[config.mk]
export PLATFORM = sky130hd
export DESIGN_NAME = uart_rx_unit
export DESIGN_NICKNAME = d
export VERILOG_FILES = /design/src/rtl/uart_rx_unit.sv
export SDC_FILE = /design/constraint.sdc
export NUM_CORES = 1
export LEC_CHECK = 0
export ABC_AREA = 0
export CAP_MARGIN = 20
export CELL_PAD_IN_SITES_DETAIL_PLACEMENT = 1
export CELL_PAD_IN_SITES_GLOBAL_PLACEMENT = 1
export CORE_MARGIN = 1
export CORE_UTILIZATION = 43
export CTS_CLUSTER_DIAMETER = 50
export DETAILED_ROUTE_END_ITERATION = 10
export HOLD_SLACK_MARGIN = 0.1
export PLACE_DENSITY = 0.84
export SKIP_CTS_REPAIR_TIMING = 1
export SYNTH_ARGS = -nofsm -noshare
export SYNTH_HDL_FRONTEND = slang
export SYNTH_SLANG_ARGS = --single-unit
[constraint.sdc]
create_clock -name i_clk -period 2.6 [get_ports i_clk]
set_input_delay 0.52 -clock i_clk [delete_from_list [all_inputs] [get_ports i_clk]]
set_output_delay 0.52 -clock i_clk [all_outputs]
set_load 0.01 [all_outputs]
[src/rtl/uart_rx_unit.sv]
// -----------------------------------------------------------------------------
// uart_rx_unit
//
// Serial-line receive front end for the debug core. The raw uart_rx pin is
// passed through a two-flop synchroniser, 8N1 frames are deserialised by a
// small FSM, and good bytes are buffered in a first-word-fall-through FIFO
// that the core drains with a valid/ready handshake. Framing errors, FIFO
// overflow and an end-of-transfer idle timeout are reported as one-cycle
// pulses.
//
// Optional feature macro: UART_RX_PARITY_EN
//   When defined, an even-parity bit is expected between the last data bit and
//   the stop bit, and the o_parity_error pulse output is added. When undefined
//   the receiver is 8N1 only and o_parity_error does not exist.
//
// Parameters:
//   CLKS_PER_BIT    clock cycles per UART bit (>= 8)
//   FIFO_DEPTH      receive FIFO slots (power of 2)
//   FIFO_ADDR_WIDTH log2(FIFO_DEPTH)
//   IDLE_BITS       idle bit periods after a good frame before o_idle_timeout
//
// Ports:
//   i_clk           system clock, rising edge
//   i_rst           synchronous reset, active-high
//   i_uart_rx       raw asynchronous serial input, idle-high
//   o_rx_data       byte at the FIFO head (meaningful while o_rx_valid)
//   o_rx_valid      FIFO not empty
//   i_rx_ready      consumer accepts the head byte this cycle
//   o_fifo_count    FIFO occupancy
//   o_frame_error   pulse: stop bit sampled low
//   o_overflow      pulse: completed byte dropped, FIFO full
//   o_parity_error  pulse: parity mismatch (UART_RX_PARITY_EN only)
//   o_idle_timeout  pulse: line idle IDLE_BITS bit periods after a good frame
// -----------------------------------------------------------------------------
module uart_rx_unit #(
    parameter int unsigned CLKS_PER_BIT    = 868,
    parameter int unsigned FIFO_DEPTH      = 4,
    parameter int unsigned FIFO_ADDR_WIDTH = 2,
    parameter int unsigned IDLE_BITS       = 10
) (
    input  logic                       i_clk,
    input  logic                       i_rst,
    input  logic                       i_uart_rx,
    output logic [7:0]                 o_rx_data,
    output logic                       o_rx_valid,
    input  logic                       i_rx_ready,
    output logic [FIFO_ADDR_WIDTH:0]   o_fifo_count,
    output logic                       o_frame_error,
    output logic                       o_overflow,
`ifdef UART_RX_PARITY_EN
    output logic                       o_parity_error,
`endif
    output logic                       o_idle_timeout
);

    localparam int unsigned CNT_W  = $clog2(CLKS_PER_BIT);
    localparam int unsigned IDLE_W = $clog2(IDLE_BITS + 1);

    localparam logic [CNT_W-1:0]         CNT_LAST  = CNT_W'(CLKS_PER_BIT - 1);
    localparam logic [CNT_W-1:0]         CNT_MID   = CNT_W'(CLKS_PER_BIT / 2 - 1);
    localparam logic [IDLE_W-1:0]        IDLE_LAST = IDLE_W'(IDLE_BITS - 1);
    localparam logic [FIFO_ADDR_WIDTH:0] FIFO_FULL = (FIFO_ADDR_WIDTH + 1)'(FIFO_DEPTH);

    typedef enum logic [2:0] {
        StIdle,
        StStart,
        StData,
        StParity,
        StStop,
        StBreak
    } state_t;

    // ------------------------------------------------------------------
    // Input synchroniser
    // ------------------------------------------------------------------
    logic r_sync1;
    logic r_sync2;
    logic w_rxs;

    always_ff @(posedge i_clk) begin
        if (i_rst) begin
            r_sync1 <= 1'b1;
            r_sync2 <= 1'b1;
        end else begin
            r_sync1 <= i_uart_rx;
            r_sync2 <= r_sync1;
        end
    end

    assign w_rxs = r_sync2;

    // ------------------------------------------------------------------
    // Receive FSM and idle timer
    // ------------------------------------------------------------------
    state_t             r_state;
    state_t             w_state_d;
    logic [CNT_W-1:0]   r_cnt;
    logic [CNT_W-1:0]   w_cnt_d;
    logic [2:0]         r_bit_idx;
    logic [2:0]         w_bit_idx_d;
    logic [7:0]         r_shift;
    logic [7:0]         w_shift_d;
    logic               r_idle_armed;
    logic               w_idle_armed_d;
    logic [IDLE_W-1:0]  r_idle_bits;
    logic [IDLE_W-1:0]  w_idle_bits_d;

    logic               w_push;
    logic               w_frame_err;
    logic               w_idle_fire;

`ifdef UART_RX_PARITY_EN
    logic               r_parity_bit;
    logic               w_parity_bit_d;
    logic               w_parity_err;
    logic               r_parity_error;
`endif

    always_ff @(posedge i_clk) begin
        if (i_rst) begin
            r_state      <= StIdle;
            r_cnt        <= '0;
            r_bit_idx    <= '0;
            r_shift      <= '0;
            r_idle_armed <= 1'b0;
            r_idle_bits  <= '0;
`ifdef UART_RX_PARITY_EN
            r_parity_bit <= 1'b0;
`endif
        end else begin
            r_state      <= w_state_d;
            r_cnt        <= w_cnt_d;
            r_bit_idx    <= w_bit_idx_d;
            r_shift      <= w_shift_d;
            r_idle_armed <= w_idle_armed_d;
            r_idle_bits  <= w_idle_bits_d;
`ifdef UART_RX_PARITY_EN
            r_parity_bit <= w_parity_bit_d;
`endif
        end
    end

    always_comb begin
        w_state_d      = r_state;
        w_cnt_d        = r_cnt;
        w_bit_idx_d    = r_bit_idx;
        w_shift_d      = r_shift;
        w_idle_armed_d = r_idle_armed;
        w_idle_bits_d  = r_idle_bits;
        w_push         = 1'b0;
        w_frame_err    = 1'b0;
        w_idle_fire    = 1'b0;
`ifdef UART_RX_PARITY_EN
        w_parity_bit_d = r_parity_bit;
        w_parity_err   = 1'b0;
`endif

        case (r_state)
            StIdle: begin
                if (!w_rxs) begin
                    // Start edge: restart the idle count but stay armed.
                    w_state_d     = StStart;
                    w_cnt_d       = '0;
                    w_idle_bits_d = '0;
                end else if (r_idle_armed) begin
                    // The bit counter is otherwise unused in IDLE, so it
                    // doubles as the idle bit-period timer.
                    if (r_cnt == CNT_LAST) begin
                        w_cnt_d = '0;
                        if (r_idle_bits == IDLE_LAST) begin
                            w_idle_fire    = 1'b1;
                            w_idle_armed_d = 1'b0;
                            w_idle_bits_d  = '0;
                        end else begin
                            w_idle_bits_d = r_idle_bits + 1'b1;
                        end
                    end else begin
                        w_cnt_d = r_cnt + 1'b1;
                    end
                end
            end

            StStart: begin
                if (r_cnt == CNT_MID) begin
                    w_cnt_d = '0;
                    if (w_rxs) begin
                        // Line went back high before mid start bit: glitch.
                        w_state_d = StIdle;
                    end else begin
                        w_state_d   = StData;
                        w_bit_idx_d = '0;
                    end
                end else begin
                    w_cnt_d = r_cnt + 1'b1;
                end
            end

            StData: begin
                if (r_cnt == CNT_LAST) begin
                    w_cnt_d     = '0;
                    w_shift_d   = {w_rxs, r_shift[7:1]};
                    w_bit_idx_d = r_bit_idx + 1'b1;
                    if (r_bit_idx == 3'd7) begin
`ifdef UART_RX_PARITY_EN
                        w_state_d = StParity;
`else
                        w_state_d = StStop;
`endif
                    end
                end else begin
                    w_cnt_d = r_cnt + 1'b1;
                end
            end

`ifdef UART_RX_PARITY_EN
            StParity: begin
                if (r_cnt == CNT_LAST) begin
                    w_cnt_d        = '0;
                    w_parity_bit_d = w_rxs;
                    w_state_d      = StStop;
                end else begin
                    w_cnt_d = r_cnt + 1'b1;
                end
            end
`endif

            StStop: begin
                if (r_cnt == CNT_LAST) begin
                    w_cnt_d = '0;
                    if (w_rxs) begin
                        w_state_d = StIdle;
`ifdef UART_RX_PARITY_EN
                        if (^{r_shift, r_parity_bit}) begin
                            w_parity_err   = 1'b1;
                            w_idle_armed_d = 1'b0;
                        end else
`endif
                        begin
                            w_push         = 1'b1;
                            w_idle_armed_d = 1'b1;
                            w_idle_bits_d  = '0;
                        end
                    end else begin
                        // Framing error wins over parity; wait out the low line.
                        w_frame_err    = 1'b1;
                        w_idle_armed_d = 1'b0;
                        w_state_d      = StBreak;
                    end
                end else begin
                    w_cnt_d = r_cnt + 1'b1;
                end
            end

            StBreak: begin
                if (w_rxs) begin
                    w_state_d     = StIdle;
                    w_cnt_d       = '0;
                    w_idle_bits_d = '0;
                end
            end

            default: begin
                w_state_d = StIdle;
                w_cnt_d   = '0;
            end
        endcase
    end

    // ------------------------------------------------------------------
    // Receive FIFO (first-word fall-through)
    // ------------------------------------------------------------------
    logic [7:0]                 r_mem [FIFO_DEPTH];
    logic [FIFO_ADDR_WIDTH-1:0] r_wr_ptr;
    logic [FIFO_ADDR_WIDTH-1:0] r_rd_ptr;
    logic [FIFO_ADDR_WIDTH:0]   r_count;
    logic                       w_pop;
    logic                       w_full;
    logic                       w_push_ok;
    logic                       w_overflow;

    assign w_full     = (r_count == FIFO_FULL);
    assign w_pop      = o_rx_valid & i_rx_ready;
    // A simultaneous pop frees the slot, so a push into a full FIFO is legal.
    assign w_push_ok  = w_push & (~w_full | w_pop);
    assign w_overflow = w_push & w_full & ~w_pop;

    always_ff @(posedge i_clk) begin
        if (i_rst) begin
            r_wr_ptr <= '0;
            r_rd_ptr <= '0;
            r_count  <= '0;
            for (int i = 0; i < int'(FIFO_DEPTH); i++) begin
                r_mem[i] <= '0;
            end
        end else begin
            if (w_push_ok) begin
                r_mem[r_wr_ptr] <= r_shift;
                r_wr_ptr        <= r_wr_ptr + 1'b1;
            end
            if (w_pop) begin
                r_rd_ptr <= r_rd_ptr + 1'b1;
            end
            case ({w_push_ok, w_pop})
                2'b10:   r_count <= r_count + 1'b1;
                2'b01:   r_count <= r_count - 1'b1;
                default: r_count <= r_count;
            endcase
        end
    end

    // ------------------------------------------------------------------
    // Status pulses
    // ------------------------------------------------------------------
    logic r_frame_error;
    logic r_overflow;
    logic r_idle_timeout;

    always_ff @(posedge i_clk) begin
        if (i_rst) begin
            r_frame_error  <= 1'b0;
            r_overflow     <= 1'b0;
            r_idle_timeout <= 1'b0;
`ifdef UART_RX_PARITY_EN
            r_parity_error <= 1'b0;
`endif
        end else begin
            r_frame_error  <= w_frame_err;
            r_overflow     <= w_overflow;
            r_idle_timeout <= w_idle_fire;
`ifdef UART_RX_PARITY_EN
            r_parity_error <= w_parity_err;
`endif
        end
    end

    assign o_rx_data      = r_mem[r_rd_ptr];
    assign o_rx_valid     = (r_count != '0);
    assign o_fifo_count   = r_count;
    assign o_frame_error  = r_frame_error;
    assign o_overflow     = r_overflow;
    assign o_idle_timeout = r_idle_timeout;
`ifdef UART_RX_PARITY_EN
    assign o_parity_error = r_parity_error;
`endif

endmodule

Yosys cells after proc, flatten, opt, wreduce, memory -nomap -nowiden
Memories as Yosys holds them, arrays and structs flattened. A register that Yosys moved wholly into a read port is not among the register bits.
Index checks and enable logic that the tools add are counted.
- $add $sub $neg: 7
- bitwise logic cells: 12
- eq/ne operators: 21
- muxes and demuxes: 48
- reduce and logical (&&, ||, !) cells: 16
- operators with widths (kind ; count):
    10-bit two-way mux ; 5
    10-bit one-hot mux with 4 select lines ; 1
    3-bit two-way mux ; 10
    4-bit two-way mux ; 6
    1-bit two-way mux ; 16
    2-bit != test (second input constant) ; 8
    3-bit one-hot mux with 5 select lines ; 1
    3-bit equality test (second input constant) ; 4
    3-bit one-hot mux with 2 select lines ; 2
    4-bit one-hot mux with 3 select lines ; 1
    10-bit by 1-bit adder with 10-bit output (second input constant) ; 1
    10-bit equality test (second input constant) ; 1
    10-bit by 9-bit equality test with 1-bit output (second input constant) ; 1
    2-bit two-way mux ; 4
    8-bit two-way mux ; 1
    4-bit AND reduction ; 2
    8-bit OR reduction ; 1
    1-bit NOT ; 7
    3-bit by 1-bit adder with 3-bit output (second input constant) ; 2
    3-bit != test (second input constant) ; 2
    6-bit AND reduction ; 1
    2-bit nonzero test ; 3
    3-bit nonzero test ; 2
    5-bit OR reduction ; 1
    16 further kinds ; 21
- RAM bits: 32
- input bits: 4
- memories kept: 1
- word-level logic and storage cells: 119
- register bits after elaboration: 41
- memories (memory ; words ; width ; read ports ; clocked after Yosys merged registers in ; write ports ; RTL line ; text):
    r_mem ; 4 ; 8 ; 1 ; 1 ; 4 ; 272 ; logic [7:0] r_mem [FIFO_DEPTH];

Depth between registers and ports, before layout
Gate-level depths: netlist of the first run.
- word-level depth: 9
- mapped depth: 9
- gate-level depth less buffers: 9

Worst setup path before layout of the first run
No wires, ideal clock.
- kind: register to register
- start: register r_cnt[2]
- end: register r_count[1] (netlist: o_fifo_count[1])
- period minus slack after synthesis: 2.393 ns
- arrival time: 2.301 ns
- path buffers: 1
- cell stages (with the launch flop): 9
- setup time: 0.092 ns
- path slack: 0.207 ns
- data required time: 2.508 ns
- cell sequence: dfxtp_1 > or3b_1 > buf_2 > nor4_1 > a21oi_1 > inv_1 > fa_1 > and3_1 > nor4_1
- longest elaborated chain between the ends: 6
- ends and longest elaborated chain (what ; RTL line ; text):
    from (decl) ; 97 ; logic [CNT_W-1:0] r_cnt;
    from (signal assigned) ; 132 ; r_cnt <= w_cnt_d;
    10-bit equality test * ; 228 ; if (r_cnt == CNT_LAST) begin
    1-bit two-way mux * ; 228 ;
    1-bit two-way mux * ; 158 ; case (r_state)
    1-bit bitwise AND * ; 284 ; assign w_push_ok = w_push & (~w_full | w_pop);
    2-bit by 1-bit equality test with 1-bit output or 2-bit equality test (tied branches) ; 303 ; case ({w_push_ok, w_pop})
    3-bit one-hot mux with 2 select lines or 2-bit nonzero test (tied branches) ; n/a ;
    to (signal assigned) ; 304 ; 2'b10: r_count <= r_count + 1'b1;
    to (signal assigned) ; 305 ; 2'b01: r_count <= r_count - 1'b1;
    to (signal assigned) ; 306 ; default: r_count <= r_count;
    to (decl) ; 275 ; logic [FIFO_ADDR_WIDTH:0] r_count;
Every way passes the cells marked *; elsewhere a longest branch is shown, timed or not.
A chain may end at the register's enable or synchronous reset.

==> summary.txt, run 1 <==
Clocking
  – # clock sinks: 75
  – Clock buffer depth: 2
  – CTS Buf Count: 9
  – Clock Latency Late Sink: 0.34 ns
  – Clock Pin Slew Worst Setup and Hold Paths: 0.08 ns
  – Number of H-tree levels: 3
  – CTS Root Cell: clkbuf_8
  – CTS tree: done

Timing
  – Fin. Hold Viols: 0
  – Min Tclk post-route: approximately 2.5 ns
  – Hold Slack: 0.4237 ns
  – Final worst-path cycle share: 0.9617
  – F_max: 399.9 MHz
  – Skew final: 0.008169 ns
  – TNS Setup: 0 ns
  – RSZ-0062 raised after global routing: false
  – Pins Over Slew Limit: 0
  – Final setup viols: 0
  – Worst slew margin: 0.5933
  – Worst-margin pin slew: 0.6060 ns

Job
  – Number of max-cap violations: 0

Global route
  – Total grt overflow: 0
  – First-pass GRT wire length: 13760 um
  – GR Util met1: 0.2384
  – Grt met3 use: 0.04187
  – Largest net degree at the start of global routing: 25
  – GRT Total Usage: 0.2074
  – M2 GR Usage: 0.3830
  – Number of global-route vias before repair: 2770
  – Layer with the highest usage: met2
  – Initial antenna violation count: 0

Floorplanning
  – DIE AREA: 8604 sq um
  – IO Count: 19
  – Die Height: between 90 and 100 um
  – CORE AREA: 7848 sq um
  – FP Rows: 32
  – Die width: 92.76 um
  – Starting density of the core: 0.4514

Cells and area
  – Fin area: 4170 sq um
  – Share of cells above drive strength 1: 0.1685
  – Filler instances: roughly 870
  – Final Net Count: approximately 370
  – Final std cells w/o fill: 470
  – Seq. cell area: 1823 sq um
  – Area grow syn2layout: 17.73%
  – Core Util, Final: 0.5314
  – ANT cells: 0
  – Multi-input logic area: 1619 sq um

Yosys
  – Syn. warnings: 0
  – Synth Register Bits: 75
  – EDFF count, synth: 32
  – Area contributors post-synth: edfxtp_1 27%, dfxtp_1 24%, mux4_2 5.1%
  – Syn Nets: approximately 340
  – Unique masters post-synth: 53
  – Share of the yosys chip area belonging to registers: 0.5143
  – Commonest cells post-synth: 43 x dfxtp_1, 35 x nor2_1, 32 x edfxtp_1, 26 x and2_1, 18 x nand2_1
  – Post-synthesis cell area: 3542 sq um
  – Syn avg cell area: ~11 sq um
  – Top-count cell post-synth: dfxtp_1
  – Synth area leader: edfxtp_1
  – FFs w/ async S/R, synth: 0
  – Post-synth top flop: dfxtp_1
  – Gate Count Post-Synth: 333
  – Yosys top cell area share: 0.2713

Routing
  – Final WL: roughly 8200 um
  – Drc violations: 0
  – Drt first-iter violations: just under 80
  – ANT nets after route: 0
  – WL/cell: roughly 18 um
  – Detailed-route via count: 2609
  – Drt pass-1 iters: 4
  – Avg Vias per Cell: 5.551

Setup path
  – Data required, critical path: between 2 and 3 ns
  – CP Launch Type: flip-flop
  – Max FO, Critical Path: 8
  – WS Path Type: flip-flop to flip-flop
  – R2R setup slack: 0.1 ns
  – Data arrival time of the worst path: 2.51 ns
  – Crit path capture type: flip-flop

Min path
  – Worst hold path class: flip-flop to flip-flop

Place
  – Port buffer count: 18
  – Placed Area: 3926 sq um
  – Final Wtd Congestion: 0.7459
  – Hpwl dp: 5836 um
  – Post-placement cell count: approximately 450

Run status
  – Outcome: completed

Power
  – PwrDens: between 500 and 600 nW/um^2
  – Peak supply drop: 0.3850 mV
  – Pleak: 1.452 nW
==> logic make-up (layout without fill, tap and decap cells) <==
| group | count (synthesis) | count (layout) | synth area share |
|---|---|---|---|
| buffers and inverters | 29 | 64 | 0.03320 |
| DFF | 75 | 75 | 0.5143 |
| AOI/OAI and AO/OA | 43 | 43 | 0.07877 |
| xor gates and xnor gates | 9 | 9 | 0.02225 |
| muxes | 19 | 19 | 0.08266 |
| and+or+nand+nor | 151 | 151 | 0.2420 |
| adders and majority gates | 7 | 7 | 0.02685 |
==> path summary, 6_finish.rpt <==
kind | startpoint | endpoint | depth (start not counted)
worst max-delay path | r_cnt[5]$_SDFFE_PP0P_ | r_mem[0][1]$_SDFFCE_PN0P_ | 4
worst min-delay path | r_sync1$_SDFF_PP1_ | r_sync2$_SDFF_PP1_ | 1
worst min register to register | r_sync1$_SDFF_PP1_ | r_sync2$_SDFF_PP1_ | 1
worst max register to register | r_cnt[5]$_SDFFE_PP0P_ | r_mem[0][1]$_SDFFCE_PN0P_ | 4
==> power breakdown <==
part,leakage [nW],total [mW],internal [mW],switching [mW]
clock network,0.113,1.01,0.564,0.449
logic,0.688,0.152,0.0625,0.0897
registers,0.651,1.27,1.26,0.0160
total,1.45,2.44,1.88,0.555
==> stage by stage <==
step                      power, mW  setup slack, ns
after global placement        1.441          0.06841
final                         2.438          0.09951
after detailed placement      1.453          0.02392
after CTS                     2.458          0.06707
after floorplan               1.390           0.2071
after global routing          2.524         0.002004
==> final cells by class <==
type / instances / share of cell area
Tap cell: 102 / 0.03060
Clock inverter: 4 / 0.01320
Multi-Input combinational cell: 229 / 0.3882
Inverter: 10 / 0.009001
Sequential cell: 75 / 0.4371
Clock buffer: 12 / 0.04260
Timing Repair Buffer: 38 / 0.07921
==> cell usage in the layout, fill, tap and decap left out, types with 10 or more instances in the layout <==
| master | count |
|---|---|
| inv_1 | 10 |
| a21oi_1 | 12 |
| edfxtp_1 | 32 |
| and2_1 | 26 |
| dfxtp_1 | 42 |
| clkdlybuf4s50_1 | 18 |
| buf_4 | 20 |
| nor3_1 | 12 |
| nor2_1 | 35 |
| nand2_1 | 18 |
| and3_1 | 12 |
==> per-layer routing <==
metal / vias up / wire [um]
met5: - / 0
met2: 34 / 4394
met3: 13 / 159
li1: 1258 / -
met4: 0 / 138
met1: 1304 / 3557
==> state kept, by name, summed over array words and instances, names as in the netlist, named ones only <==
signal,flops
o_fifo_count,3
o_frame_error,1
o_idle_timeout,1
o_overflow,1
r_bit_idx,3
r_cnt,10
r_idle_armed,1
r_idle_bits,4
r_mem,32
r_rd_ptr,2
r_shift,8
r_state,3
r_sync1,1
r_sync2,1
r_wr_ptr,2
==> worst max-delay path, cell delays in order, from the launching register on <==
cell and delay (ns):
dfxtp_1 0.39, or3b_1 0.42, or3_1 0.49, nor3_2 0.47
a21o_1 0.41
(Power assumes the default switching activity.)
==> inputs of run 2 (changes only) <==
--- a/config.mk
+++ b/config.mk
@@ -15,6 +15,7 @@
 export DETAILED_ROUTE_END_ITERATION = 10
 export HOLD_SLACK_MARGIN = 0.1
 export PLACE_DENSITY = 0.84
+export SETUP_SLACK_MARGIN = 0.5
 export SKIP_CTS_REPAIR_TIMING = 1
 export SYNTH_ARGS = -nofsm -noshare
 export SYNTH_HDL_FRONTEND = slang
==> run 2 against run 1 <==
Compared with the run above:
- final cell count rose by 2.1%
- power decreased by 4.0%
- via count rose by 0.61%
- maximum frequency up 9.3%
- first-iteration DRC count down 26%
- combinational power rose by 14%
- clock skew grew 0.0010 ns
- flip-flop and latch count unchanged
- wire length up 4.4%
- critical endpoint is now o_fifo_count[1]$_SDFFE_PP0P_
- largest cell class unchanged
- highest routed layer unchanged
==> summary.txt, run 2 (synthesized netlist as in run 1, its figures left out) <==
Floorplanning
  – FP Rows: 32 (unchanged)
  – CORE AREA: 7848 sq um (unchanged)
  – Starting density of the core: 0.4514 (unchanged)
  – Die width: 92.76 um (unchanged)
  – DIE AREA: 8604 sq um (unchanged)
  – Die Height: 92.76 um (unchanged)
  – IO Count: 19 (unchanged)

Global route
  – GR Util met1: 0.2303 (-0.008120)
  – Largest net degree at the start of global routing: 36 (+44%)
  – Grt met3 use: 0.05337 (+0.01149)
  – Initial antenna violation count: 0 (unchanged)
  – GRT Total Usage: 0.2056 (-0.001830)
  – Total grt overflow: 0 (unchanged)
  – Layer with the highest usage: met2
  – M2 GR Usage: 0.3775 (-0.005515)
  – First-pass GRT wire length: 13340 um (-3.1%)
  – Number of global-route vias before repair: 2712 (-2.1%)

Routing
  – Drt pass-1 iters: 4 (unchanged)
  – Detailed-route via count: 2625 (+0.61%)
  – ANT nets after route: 0 (unchanged)
  – Drc violations: 0 (unchanged)
  – Avg Vias per Cell: 5.469 (-1.5%)
  – Drt first-iter violations: 57 (-26%)
  – Final WL: 8613 um (+4.4%)
  – WL/cell: 17.94 um (+2.2%)

Cells and area
  – Most flops, register: r_mem
  – Filler instances: 855 (-2.1%)
  – Core Util, Final: 0.5542 (+0.02280)
  – Most common cell after layout, fill and taps aside: dfxtp_1
  – Fin area: 4349 sq um (+4.3%)
  – Final Net Count: 384 (+2.7%)
  – Commonest cells after routing, fill and taps aside: 37 x dfxtp_1, 35 x nor2_1, 32 x edfxtp_1
  – Area grow syn2layout: 22.78%
  – Share of cells above drive strength 1: 0.2540 (+0.08549)
  – Regs by FF count: r_mem: 32 flops, r_cnt: 10 flops, r_shift: 8 flops
  – Max reg flops: 32 (unchanged)
  – ANT cells: 0 (unchanged)

Timing
  – Pins Over Slew Limit: 0 (unchanged)
  – Skew final: 0.009168 ns (+0.0009996 ns)
  – F_max: 437.1 MHz (+9.3%)
  – Min Tclk post-route: 2.288 ns (-0.2127 ns)
  – Worst slew margin: 0.5452 (-0.04805)
  – Final worst-path cycle share: 0.8799 (-0.08181)
  – Final worst setup slack: 0.3122 ns (+0.2127 ns)
  – RSZ-0062 raised after global routing: true
  – Fin. Hold Viols: 0 (unchanged)
  – Final setup viols: 0 (unchanged)
  – Worst-margin pin slew: 0.6796 ns (+0.07362 ns)

Setup path
  – Worst path cell trace: ha_4, nand3b_1, nor4_4, buf_4, a21oi_4, inv_2, fa_1, nand2_1, mux2i_1, nor4_2
  – Delay of the slowest cell on the worst path: 0.41 ns (-0.08 ns)
  – CP max stage cell: fa_1
  – WS Path Type: flip-flop to flip-flop
  – Critical path depth: 10 (+6)
  – CP Launch Type: flip-flop
  – Max FO, Critical Path: 4 (-4)
  – CP Buf/Inv Count: 2 (+2)
  – Critical R2R Launch: r_cnt[1]$_SDFFE_PP0P_
  – Crit path from: r_cnt[1]$_SDFFE_PP0P_
  – Crit-path leading delay family: simple AND/OR/NAND/NOR gates
  – Data arrival time of the worst path: 2.56 ns (+0.05 ns)
  – Crit path capture type: flip-flop
  – Data required, critical path: 2.87 ns (+0.26 ns)
  – Reg2Reg Depth: 10 (+6)

Power
  – Pleak: 1.563 nW (+7.7%)
  – Overall Power: 2.340 mW (-4.0%)
  – PwrDens: 538.1 nW/um^2 (-8.0%)
  – Peak supply drop: 0.3075 mV (-20%)

Clocking
  – CTS tree: done
  – Clock buffer depth: 2 (unchanged)
  – Clock Pin Slew Worst Setup and Hold Paths: 0.08 ns (about the same)
  – Clock Latency Late Sink: 0.35 ns (about the same)
  – CTS Buf Count: 9 (unchanged)
  – Number of H-tree levels: 3 (unchanged)
  – # clock sinks: 75 (unchanged)
  – CTS Root Cell: clkbuf_8

Run status
  – Outcome: completed

Min path
  – Hold path cells: 1 (unchanged)
  – Hold_sp: r_sync1$_SDFF_PP1_
  – Worst hold path class: flip-flop to flip-flop

Place
  – Placed Area: 3954 sq um (+0.70%)
  – Hpwl dp: 5764 um (-1.2%)
  – Place WS: -0.04557 ns (-0.06949 ns)
  – Port buffer count: 18 (unchanged)
  – Final Wtd Congestion: 0.7364 (-1.3%)

Job
  – Number of max-cap violations: 0 (unchanged)
run 2: cell count changes in the layout (fill, tap and decap cells not counted), moves of 3 or more:
cell,change
buf_4,+3
buf_6,+7
clkbuf_2,+5
dfxtp_1,-5
dlymetal6s2s_1,+3
dfxtp_2,+3
clkdlybuf4s50_1,-9
run 2: layer usage:
layer	vias up	part of all wire
li1	1280	-
met1	1308	0.42
met2	27	0.54
met3	10	0.024
met4	0	0.014
met5	-	0
run 2: final timing paths:
| check | slack (ns) | to |
|---|---|---|
| setup / recovery | 0.31 | o_fifo_count[1]$_SDFFE_PP0P_ |
| hold / removal | 0.42 | r_sync2$_SDFF_PP1_ |
| setup reg to reg | 0.31 | o_fifo_count[1]$_SDFFE_PP0P_ |
| hold reg to reg | 0.42 | r_sync2$_SDFF_PP1_ |
run 2: per-stage QoR:
step                      hold WS (ns)  cells  TNS, ns
after global placement          0.3922    452        0
after global routing            0.4441    480        0
final                           0.4180    480        0
after CTS                       0.4232    468        0
after floorplan                 0.3895    333        0
after detailed placement        0.4043    452  -0.2156
run 2: final cells by class:
type	count	area, sq um	area share
repair buffers	48	424.2	0.09753
clock inverters	7	68.82	0.01582
well taps	102	127.6	0.02934
multi-input cells	229	1733	0.3984
clock buffers	9	123.9	0.02848
flip-flops and latches	75	1834	0.4217
inverters	10	37.54	0.008631
run 2: where the power goes:
part	total (mW)	switching, mW	leakage (nW)	internal [mW]
clock	0.896	0.456	0.0966	0.440
combinational	0.174	0.100	0.813	0.0733
sequential	1.27	0.0147	0.654	1.26
